==> config.mk <==
export PLATFORM = sky130hd
export DESIGN_NAME = fetch_sequencer
export DESIGN_NICKNAME = d
export VERILOG_FILES = /design/src/rtl/fetch_sequencer.sv
export SDC_FILE = /design/constraint.sdc
export NUM_CORES = 1
export LEC_CHECK = 0
export BUFFER_PORTS_ARGS = -buffer_cell sky130_fd_sc_hd__buf_2
export CAP_MARGIN = 20
export CELL_PAD_IN_SITES_DETAIL_PLACEMENT = 1
export CELL_PAD_IN_SITES_GLOBAL_PLACEMENT = 1
export CORE_ASPECT_RATIO = 0.75
export CORE_UTILIZATION = 49
export CTS_BUF_LIST = sky130_fd_sc_hd__clkbuf_4 sky130_fd_sc_hd__clkbuf_8
export DETAILED_ROUTE_END_ITERATION = 8
export MAX_ROUTING_LAYER = met4
export PLACE_DENSITY = 0.93
export SLEW_MARGIN = 40
export SYNTH_ARGS = -nofsm -noshare
export SYNTH_HDL_FRONTEND = slang
export SYNTH_SLANG_ARGS = --single-unit
==> constraint.sdc <==
create_clock -name i_clk -period 20 [get_ports i_clk]
set_input_delay 4 -clock i_clk [delete_from_list [all_inputs] [get_ports i_clk]]
set_output_delay 4 -clock i_clk [all_outputs]
set_load 0.05 [all_outputs]
==> src/rtl/fetch_sequencer.sv <==
// Instruction fetch sequencer: issues one-at-a-time memory reads at the fetch PC and
// queues returned words in a small FIFO for the core, with redirect flush and drain.
module fetch_sequencer #(
  parameter int unsigned DEPTH   = 2,
  parameter int unsigned PC_STEP = 1
) (
  input  logic        i_clk,
  input  logic        i_rst,
  input  logic        i_run,
  input  logic        i_redirect,
  input  logic [31:0] i_redirect_pc,
  output logic        o_mem_req,
  output logic [31:0] o_mem_addr,
  input  logic        i_mem_ack,
  input  logic [31:0] i_mem_data,
  output logic        o_inst_valid,
  output logic [31:0] o_inst,
  output logic [31:0] o_inst_pc,
  input  logic        i_inst_ready,
  output logic        o_busy
);

  localparam int unsigned PTR_W = $clog2(DEPTH);
  localparam int unsigned CNT_W = PTR_W + 1;
  localparam logic [CNT_W-1:0] DEPTH_C = CNT_W'(DEPTH);
  localparam logic [31:0]      STEP_C  = 32'(PC_STEP);

  typedef enum logic [1:0] {
    IDLE  = 2'd0,
    FETCH = 2'd1,
    WAIT  = 2'd2,
    DRAIN = 2'd3
  } state_t;

  state_t             state_r, state_s;
  logic [31:0]        fetch_pc_r, fetch_pc_s;
  logic [31:0]        addr_r;
  logic [CNT_W-1:0]   count_r, count_s;
  logic [PTR_W-1:0]   rd_ptr_r, wr_ptr_r;
  logic [31:0]        buf_inst_r [DEPTH];
  logic [31:0]        buf_pc_r   [DEPTH];
  logic               push_s, pop_s;

  // Buffer events, post-update count and next fetch PC; a redirect overrides everything.
  always_comb begin
    pop_s      = 1'b0;
    push_s     = 1'b0;
    count_s    = count_r;
    fetch_pc_s = fetch_pc_r;
    if (i_redirect) begin
      count_s    = '0;
      fetch_pc_s = i_redirect_pc;
    end else begin
      pop_s   = (count_r != '0) && i_inst_ready;
      push_s  = (state_r == FETCH) && i_mem_ack;
      count_s = count_r + CNT_W'(push_s) - CNT_W'(pop_s);
      if (push_s) begin
        fetch_pc_s = fetch_pc_r + STEP_C;
      end else begin
        fetch_pc_s = fetch_pc_r;
      end
    end
  end

  // Next-state decision; room in the buffer is judged on the post-push/post-pop count.
  always_comb begin
    state_s = state_r;
    case (state_r)
      IDLE: begin
        if (i_run && (count_s < DEPTH_C)) state_s = FETCH;
        else                              state_s = IDLE;
      end
      FETCH: begin
        if (i_mem_ack) begin
          if (!i_run)                  state_s = IDLE;
          else if (count_s == DEPTH_C) state_s = WAIT;
          else                         state_s = FETCH;
        end else if (i_redirect) begin
          state_s = DRAIN;
        end else begin
          state_s = FETCH;
        end
      end
      WAIT: begin
        if (!i_run)                      state_s = IDLE;
        else if (count_s < DEPTH_C)      state_s = FETCH;
        else                             state_s = WAIT;
      end
      DRAIN: begin
        if (i_mem_ack) state_s = i_run ? FETCH : IDLE;
        else           state_s = DRAIN;
      end
      default: state_s = IDLE;
    endcase
  end

  // Control registers; the request address is frozen while an abandoned read drains.
  always_ff @(posedge i_clk) begin
    if (i_rst) begin
      state_r    <= IDLE;
      fetch_pc_r <= 32'd0;
      addr_r     <= 32'd0;
      count_r    <= '0;
      rd_ptr_r   <= '0;
      wr_ptr_r   <= '0;
    end else begin
      state_r    <= state_s;
      fetch_pc_r <= fetch_pc_s;
      count_r    <= count_s;
      addr_r     <= (state_s == DRAIN) ? addr_r : fetch_pc_s;
      if (i_redirect) begin
        rd_ptr_r <= '0;
        wr_ptr_r <= '0;
      end else begin
        if (push_s) wr_ptr_r <= wr_ptr_r + PTR_W'(1);
        if (pop_s)  rd_ptr_r <= rd_ptr_r + PTR_W'(1);
      end
    end
  end

  // Instruction storage, cleared on reset so the head outputs read zero.
  always_ff @(posedge i_clk) begin
    if (i_rst) begin
      for (int i = 0; i < int'(DEPTH); i++) begin
        buf_inst_r[i] <= 32'd0;
        buf_pc_r[i]   <= 32'd0;
      end
    end else if (push_s) begin
      buf_inst_r[wr_ptr_r] <= i_mem_data;
      buf_pc_r[wr_ptr_r]   <= fetch_pc_r;
    end
  end

  assign o_mem_req    = (state_r == FETCH) || (state_r == DRAIN);
  assign o_mem_addr   = addr_r;
  assign o_inst_valid = (count_r != '0);
  assign o_inst       = buf_inst_r[rd_ptr_r];
  assign o_inst_pc    = buf_pc_r[rd_ptr_r];
  assign o_busy       = (state_r != IDLE) || (count_r != '0);

endmodule

==> results of run 1 <==
==> state kept, by name (all words and copies together), names as in the netlist, named ones only <==
| name | flops |
|---|---|
| buf_pc_r | 64 |
| buf_inst_r | 64 |
| count_r | 2 |
| wr_ptr_r | 1 |
| state_r | 2 |
| rd_ptr_r | 1 |
| fetch_pc_r | 32 |
| o_mem_addr | 32 |
==> power by group <==
group | switching, mW | total (mW) | internal, mW
Sequential | 0.0149 | 0.471 | 0.456
Combinational | 0.0820 | 0.114 | 0.0316
Clock | 0.159 | 0.263 | 0.104
==> cells by family (layout without fill, tap and decap cells) <==
| logic type | Yosys count | in the layout | share of synthesized area |
|---|---|---|---|
| compound gates | 88 | 88 | 0.06610 |
| xor+xnor | 22 | 22 | 0.02152 |
| fa+ha+maj | 3 | 3 | 0.004193 |
| buf+inv | 67 | 223 | 0.03046 |
| flops | 199 | 199 | 0.5880 |
| mux | 72 | 72 | 0.08944 |
| other cells | 0 | 1 | 0 |
| simple gates | 314 | 314 | 0.2003 |
==> per-stage QoR <==
| step | std cells | setup slack (ns) | cell area (µm²) | util |
|---|---|---|---|---|
| after floorplan | 765 | 10.09 | 8954 | - |
| after global placement | 1131 | 12.13 | 9976 | 0.5616 |
| after detailed placement | 1131 | 12.26 | 9977 | 0.5617 |
| after CTS | 1163 | 12.79 | 10370 | 0.5838 |
| after global routing | 1164 | 12.97 | 10380 | 0.5841 |
| final | 1164 | 13.15 | 10380 | 0.5841 |
==> worst max-delay path, delay by kind of cell <==
| family | cells | cell delay, ns |
|---|---|---|
| buf+inv | 4 | 1.47 |
| simple gates | 2 | 1.45 |
==> layout by cell type (no fill, tap or decap), types with 3 or more instances in the layout <==
cell,instances
sky130_fd_sc_hd__a21o_1,3
sky130_fd_sc_hd__edfxtp_1,128
sky130_fd_sc_hd__xor2_1,3
sky130_fd_sc_hd__o21ai_0,11
sky130_fd_sc_hd__and4_1,5
sky130_fd_sc_hd__mux2_2,64
sky130_fd_sc_hd__o31a_1,3
sky130_fd_sc_hd__buf_2,168
sky130_fd_sc_hd__nand3_1,23
sky130_fd_sc_hd__and3_1,10
sky130_fd_sc_hd__nor2_1,50
sky130_fd_sc_hd__o41ai_1,7
sky130_fd_sc_hd__a31o_1,4
sky130_fd_sc_hd__nand4_1,10
sky130_fd_sc_hd__nand2_1,20
sky130_fd_sc_hd__nor4_1,5
sky130_fd_sc_hd__o21a_1,10
sky130_fd_sc_hd__o21ai_1,3
sky130_fd_sc_hd__ha_1,3
sky130_fd_sc_hd__mux2i_1,8
sky130_fd_sc_hd__dfxtp_1,70
sky130_fd_sc_hd__nor3_1,35
sky130_fd_sc_hd__inv_8,3
sky130_fd_sc_hd__a21oi_1,23
sky130_fd_sc_hd__nor2b_1,3
sky130_fd_sc_hd__clkbuf_8,17
sky130_fd_sc_hd__and2_1,137
sky130_fd_sc_hd__xnor2_1,19
sky130_fd_sc_hd__a211oi_1,12
sky130_fd_sc_hd__clkinv_4,3
sky130_fd_sc_hd__inv_1,11
sky130_fd_sc_hd__inv_6,6
sky130_fd_sc_hd__buf_4,9
==> how the worst max path moves through the flow <==
stage,end,slack (ns),from
after floorplan,buf_inst_r[0][0],10.09,i_redirect
after global placement,buf_inst_r[1][20],12.13,i_rst
after detailed placement,buf_inst_r[1][13],12.26,i_rst
after CTS,buf_inst_r[1][0],12.79,i_rst
after global routing,buf_inst_r[1][0],12.97,i_rst
final,buf_inst_r[1][1],13.15,i_rst
==> cell type report <==
class / instances / area, µm² / area share
antenna: 1 / 2.502 / 0.0002412
clock buffer: 17 / 234.0 / 0.02255
clock inverter: 15 / 157.7 / 0.01520
inverter: 13 / 48.80 / 0.004703
multi-input combinational: 499 / 3443 / 0.3319
sequential: 199 / 5266 / 0.5076
tap: 242 / 302.8 / 0.02918
timing repair buffer: 178 / 919.6 / 0.08864
==> metal layers <==
layer,routed length (µm),global-route usage
met5,0,-
met4,691,0.1124
met3,1063,0.03785
met2,11920,0.4337
met1,10560,0.3497
==> impl_summary.txt, run 1 <==
----------------------------------------------------
[Status]
  Outcome ... finished, final reports clean

[Route]
  Via density ... 5.627
  Post-detailed-route wirelength per cell ... 20.82 µm
  Via count ... between 6000 and 7000
  Violation count after the first detailed-route iteration ... 427
  First-pass DRT Iterations ... 5
  Sum of routed wire length over all layers ... 24.23 mm
  DR DRC count ... 0
  Number of nets with antenna violations after routing ... 0

[Synth]
  Avg Inst Size Synth ... about 12 µm²
  Number of synthesized flops with an enable pin ... ~130
  Syn Nets ... roughly 840
  Area share of the largest cell type after synthesis ... 0.4293
  Ys flop type ... sky130_fd_sc_hd__edfxtp_1
  Most frequently used cell type in the post-synthesis netlist ... sky130_fd_sc_hd__and2_1
  Synth Cell Area ... between 8000 and 9000 µm²
  Syn Inst Count ... 765
  Async S/R FF share, synth ... 0
  Sequential fraction of the synthesis area ... 0.5880
  Register bit count reported by yosys ... 199
  Area contributors post-synth ... sky130_fd_sc_hd__edfxtp_1, sky130_fd_sc_hd__dfxtp_1, sky130_fd_sc_hd__and2_1
  Most instantiated cells after synthesis ... sky130_fd_sc_hd__and2_1, sky130_fd_sc_hd__edfxtp_1, sky130_fd_sc_hd__dfxtp_1
  Distinct cell type count after synthesis ... 52
  Most area-hungry cell type in the Yosys netlist ... sky130_fd_sc_hd__edfxtp_1
  Number of warning messages in the yosys log ... 0

[Worst setup path]
  Slowest cell on crit path ... sky130_fd_sc_hd__or2_2
  Crit-path max cell delay ... 0.74 ns
  Arrival time worst endpoint ... 6.98 ns
  Reg2reg path depth ... 4
  Reg-to-reg startpoint ... state_r[0]
  Category of the most critical setup path ... input port to register
  Crit-path most repeated cell ... sky130_fd_sc_hd__buf_4
  CP Cell Sequence ... buf_2 > buf_4 > inv_2 > and4_4 > or2_2 > buf_4
  Register-to-register setup slack ... 16.65 ns
  Crit-path max FO ... 65
  Crit start category ... input port
  Critical Path End Type ... register
  Reg2reg end ... buf_inst_r[1][1]
  Critical path data required time ... 20.13 ns

[CTS]
  Hold_buf cts ... 0
  CTS tree ... built
  Cts bufs inserted ... 17
  Clock-pin transition on the worst setup and hold timing paths ... 0.12 ns
  CTS Buffer Depth ... 2
  Clk_lat worst skew ... 0.49 ns
  Root Driver ... sky130_fd_sc_hd__clkbuf_8
  Count of instances resized after the clock tree is built ... 0
  Number of setup buffers added after CTS ... 0
  Depth of the CTS H-tree ... 4
  CTS sink cnt ... 199

[Min path]
  Endpoint, Worst Hold ... o_mem_addr[1]
  Worst hold path type ... register to register
  Worst Hold Path Cells ... 2
  Worst min-delay path startpoint ... o_mem_addr[1]

[Pwr]
  Leakage power ... 4.174 nW
  Maximum ir drop on the vdd rail ... 0.00004098 V
  Ratio of total power to cell area ... 81.69 nW/µm²
  Tot Pwr ... 0.8476 mW

[GRT]
  Number of global-route vias before repair ... ~6800
  Number of antenna violations at the first check in global routing ... 1
  Global-route wire length before repair ... ~37 mm
  Aggregate global-route resource usage ... 0.2722
  Largest net degree at the start of global routing ... 66
  Final global-route overflow total ... 0

[Die]
  I/O pin count ... 169
  Initial core utilization ... 0.5041
  Die width ... 158.1 µm
  Area of the die ... about 19000 µm²
  Core Footprint ... 17760 µm²
  Num rows ... 42
  Die height ... 119.1 µm

[Timing]
  Total count of max-transition violations in the final report ... 0
  Share of the clock period used by the worst path ... 0.3423
  Final setup TNS ... 0 ns
  Final hold slack ... 0.4725 ns
  Worst slew margin relative to its limit ... 0.4832
  Number of failing setup endpoints in the final timing report ... 0
  Maximum clock rate ... about 0.15 GHz
  Time the final worst path needs with I/O delays and setup ... roughly 6.8 ns
  Largest clock skew in the final design ... 0.02002 ns
  Setup repair after global routing missed its margin ... no
  Worst-margin pin slew ... 0.7751 ns
  Count of endpoints failing hold in the final timing report ... 0

[Layout]
  Share of post-route cells with drive strength above 1 ... 0.3138
  Relative area change from synthesis to final layout ... 15.88%
  Total Nets Final ... about 980
  Filler cells ... 1956

[Placed design]
  DPL Wire Length ... 16.25 mm
  Placer congestion estimate ... 0.8146
  Count of buffers from port buffering ... 168

[Job]
  Reported max-cap violation count ... 0

----------------------------------------------------
Power figures use the tool's default switching activity.
==> inputs of run 2 (changes only) <==
CORE_UTILIZATION = 46   (was 49)
PLACE_DENSITY = 0.88   (was 0.93)
clock period = 6.3 ns   (was 20 ns; I/O delays follow)
==> run 2 against run 1 <==
Net effect:
- combinational power rose to 3.1 times the previous value
- first-iteration DRC count up 1.2%
- cell area up 0.19%
- non-clock buffer count up 1
- via count down 2.5%
- critical path depth down 3
==> impl_summary.txt, run 2 (synthesized netlist as in run 1, its figures left out) <==
----------------------------------------------------
[Worst setup path]
  Register-to-register setup slack ... 3.78 ns
  Crit-path max FO ... 64
  Crit start category ... register
  Worst path top cell family by delay ... buffers and inverters
  Critical path data required time ... roughly 5 ns
  Arrival time worst endpoint ... 2.01 ns
  Category of the most critical setup path ... register to primary output
  Crit-path max cell delay ... 0.47 ns
  Slowest cell on crit path ... sky130_fd_sc_hd__buf_6
  Buffers & Inverters on Critical Path ... 2
  CP Cell Sequence ... buf_6 > mux2_2 > buf_2
  Critical Path End Type ... primary output

[Timing]
  Final setup TNS ... 0 ns
  Number of failing setup endpoints in the final timing report ... 0
  Worst slew margin relative to its limit ... 0.5634
  Largest clock skew in the final design ... 0.01464 ns
  Share of the clock period used by the worst path ... 0.5187
  Worst-margin pin slew ... 0.6549 ns
  Total count of max-transition violations in the final report ... 0
  Maximum clock rate ... 0.3060 GHz
  Final hold slack ... 0.4668 ns
  Count of endpoints failing hold in the final timing report ... 0
  Setup repair after global routing missed its margin ... no
  Time the final worst path needs with I/O delays and setup ... 3.268 ns

[Die]
  I/O pin count ... 169
  Initial core utilization ... 0.4768
  Num rows ... 43
  Die width ... 163.1 µm
  Core Footprint ... 18780 µm²
  Area of the die ... 20030 µm²
  Die height ... 122.8 µm

[CTS]
  CTS tree ... built
  Number of setup buffers added after CTS ... 0
  CTS Buffer Depth ... 2
  Clk_lat worst skew ... between 0.4 and 0.5 ns
  Hold_buf cts ... 0
  Cts bufs inserted ... 17
  Root Driver ... sky130_fd_sc_hd__clkbuf_8
  CTS sink cnt ... roughly 200
  Clock-pin transition on the worst setup and hold timing paths ... ~0.11 ns
  Count of instances resized after the clock tree is built ... 0
  Depth of the CTS H-tree ... 4

[GRT]
  Number of antenna violations at the first check in global routing ... 0
  Aggregate global-route resource usage ... 0.2399
  Largest net degree at the start of global routing ... 65
  Global-route wire length before repair ... ~35 mm
  Final global-route overflow total ... 0
  Number of global-route vias before repair ... 6386

[Placed design]
  DPL Wire Length ... 15.58 mm
  Count of buffers from port buffering ... ~170
  Placer congestion estimate ... 0.8630

[Layout]
  Most frequent cells in the layout ... sky130_fd_sc_hd__buf_2, sky130_fd_sc_hd__and2_1, sky130_fd_sc_hd__edfxtp_1
  Most common cell after layout, fill and taps aside ... sky130_fd_sc_hd__buf_2
  Largest registers ranked by flip-flop count ... buf_inst_r (64), buf_pc_r (64)
  Share of post-route cells with drive strength above 1 ... 0.3134
  Relative area change from synthesis to final layout ... 16.10%
  Total Nets Final ... 982

[Pwr]
  Maximum ir drop on the vdd rail ... 0.0001127 V
  Leakage power ... 4.176 nW
  Ratio of total power to cell area ... around 260 nW/µm²

[Route]
  Length of routed met3 wiring ... 1.224 mm
  Metal2 WL ... 10.95 mm
  Via density ... 5.456
  Number of nets with antenna violations after routing ... 0
  Violation count after the first detailed-route iteration ... 432
  Uppermost layer routed ... met4
  Post-detailed-route wirelength per cell ... slightly below 20 µm
  First-pass DRT Iterations ... 5
  Sum of routed wire length over all layers ... 22.89 mm
  Via count ... 6383
  DR DRC count ... 0
  Met1 routed wirelength after detailed routing ... 10.40 mm

[Job]
  Reported max-cap violation count ... 0

[Min path]
  Worst hold path type ... register to register

[Status]
  Outcome ... finished, final reports clean

----------------------------------------------------
==> run 2: changes by cell type in the layout (fill, tap and decap cells not counted), sizes merged <==
cell,change
clkinv,+2
inv,-3
buf,+1
clkinvlp,+1
==> run 2: worst min-delay path, delay by kind of cell, from the launching register on <==
kind,cells,cell delay [ns]
compound gates,1,0.05
flops,1,0.33
simple gates,1,0.05
==> run 2: power breakdown <==
group | leakage, nW | total [mW] | internal, mW | switching [mW]
Combinational | 2.07 | 0.358 | 0.101 | 0.258
Clock | 0.193 | 0.829 | 0.330 | 0.499
Sequential | 1.91 | 1.49 | 1.45 | 0.0459
==> run 2: final timing paths <==
kind | depth (start not counted) | to | from
max | 3 | o_inst_pc[13] | register
min | 2 | o_mem_addr[7] | o_mem_addr[7]
max reg2reg | 10 | state_r[0] | state_r[0]
min reg2reg | 2 | o_mem_addr[7] | o_mem_addr[7]
==> run 2: area by class of cell <==
class | instances | area (µm²)
sequential | 199 | 5266
clock inverter | 15 | 161.4
fill | 2020 | 8382
timing repair buffer | 179 | 930.9
inverter | 13 | 48.80
clock buffer | 17 | 234.0
multi-input combinational | 499 | 3442
antenna | 1 | 2.502
tap | 247 | 309.0
==> run 2: metal layers <==
layer,vias up,track usage
met5,-,-
met4,0,0.07593
met3,25,0.03853
met2,183,0.3753
met1,3148,0.3204
li1,3027,-
==> run 2: stage by stage <==
step / power (mW) / setup WS [ns] / utilization / std cells / cell area (µm²)
finish: 2.681 / 3.032 / 0.5536 / 1170 / 10400
floorplan: 1.768 / 1.134 / - / 765 / 8959
global placement: 1.869 / 2.918 / 0.5320 / 1137 / 9990
global route: 2.765 / 2.934 / 0.5535 / 1169 / 10390
CTS: 2.697 / 2.978 / 0.5535 / 1169 / 10390
detailed placement: 1.881 / 2.861 / 0.5324 / 1137 / 9997
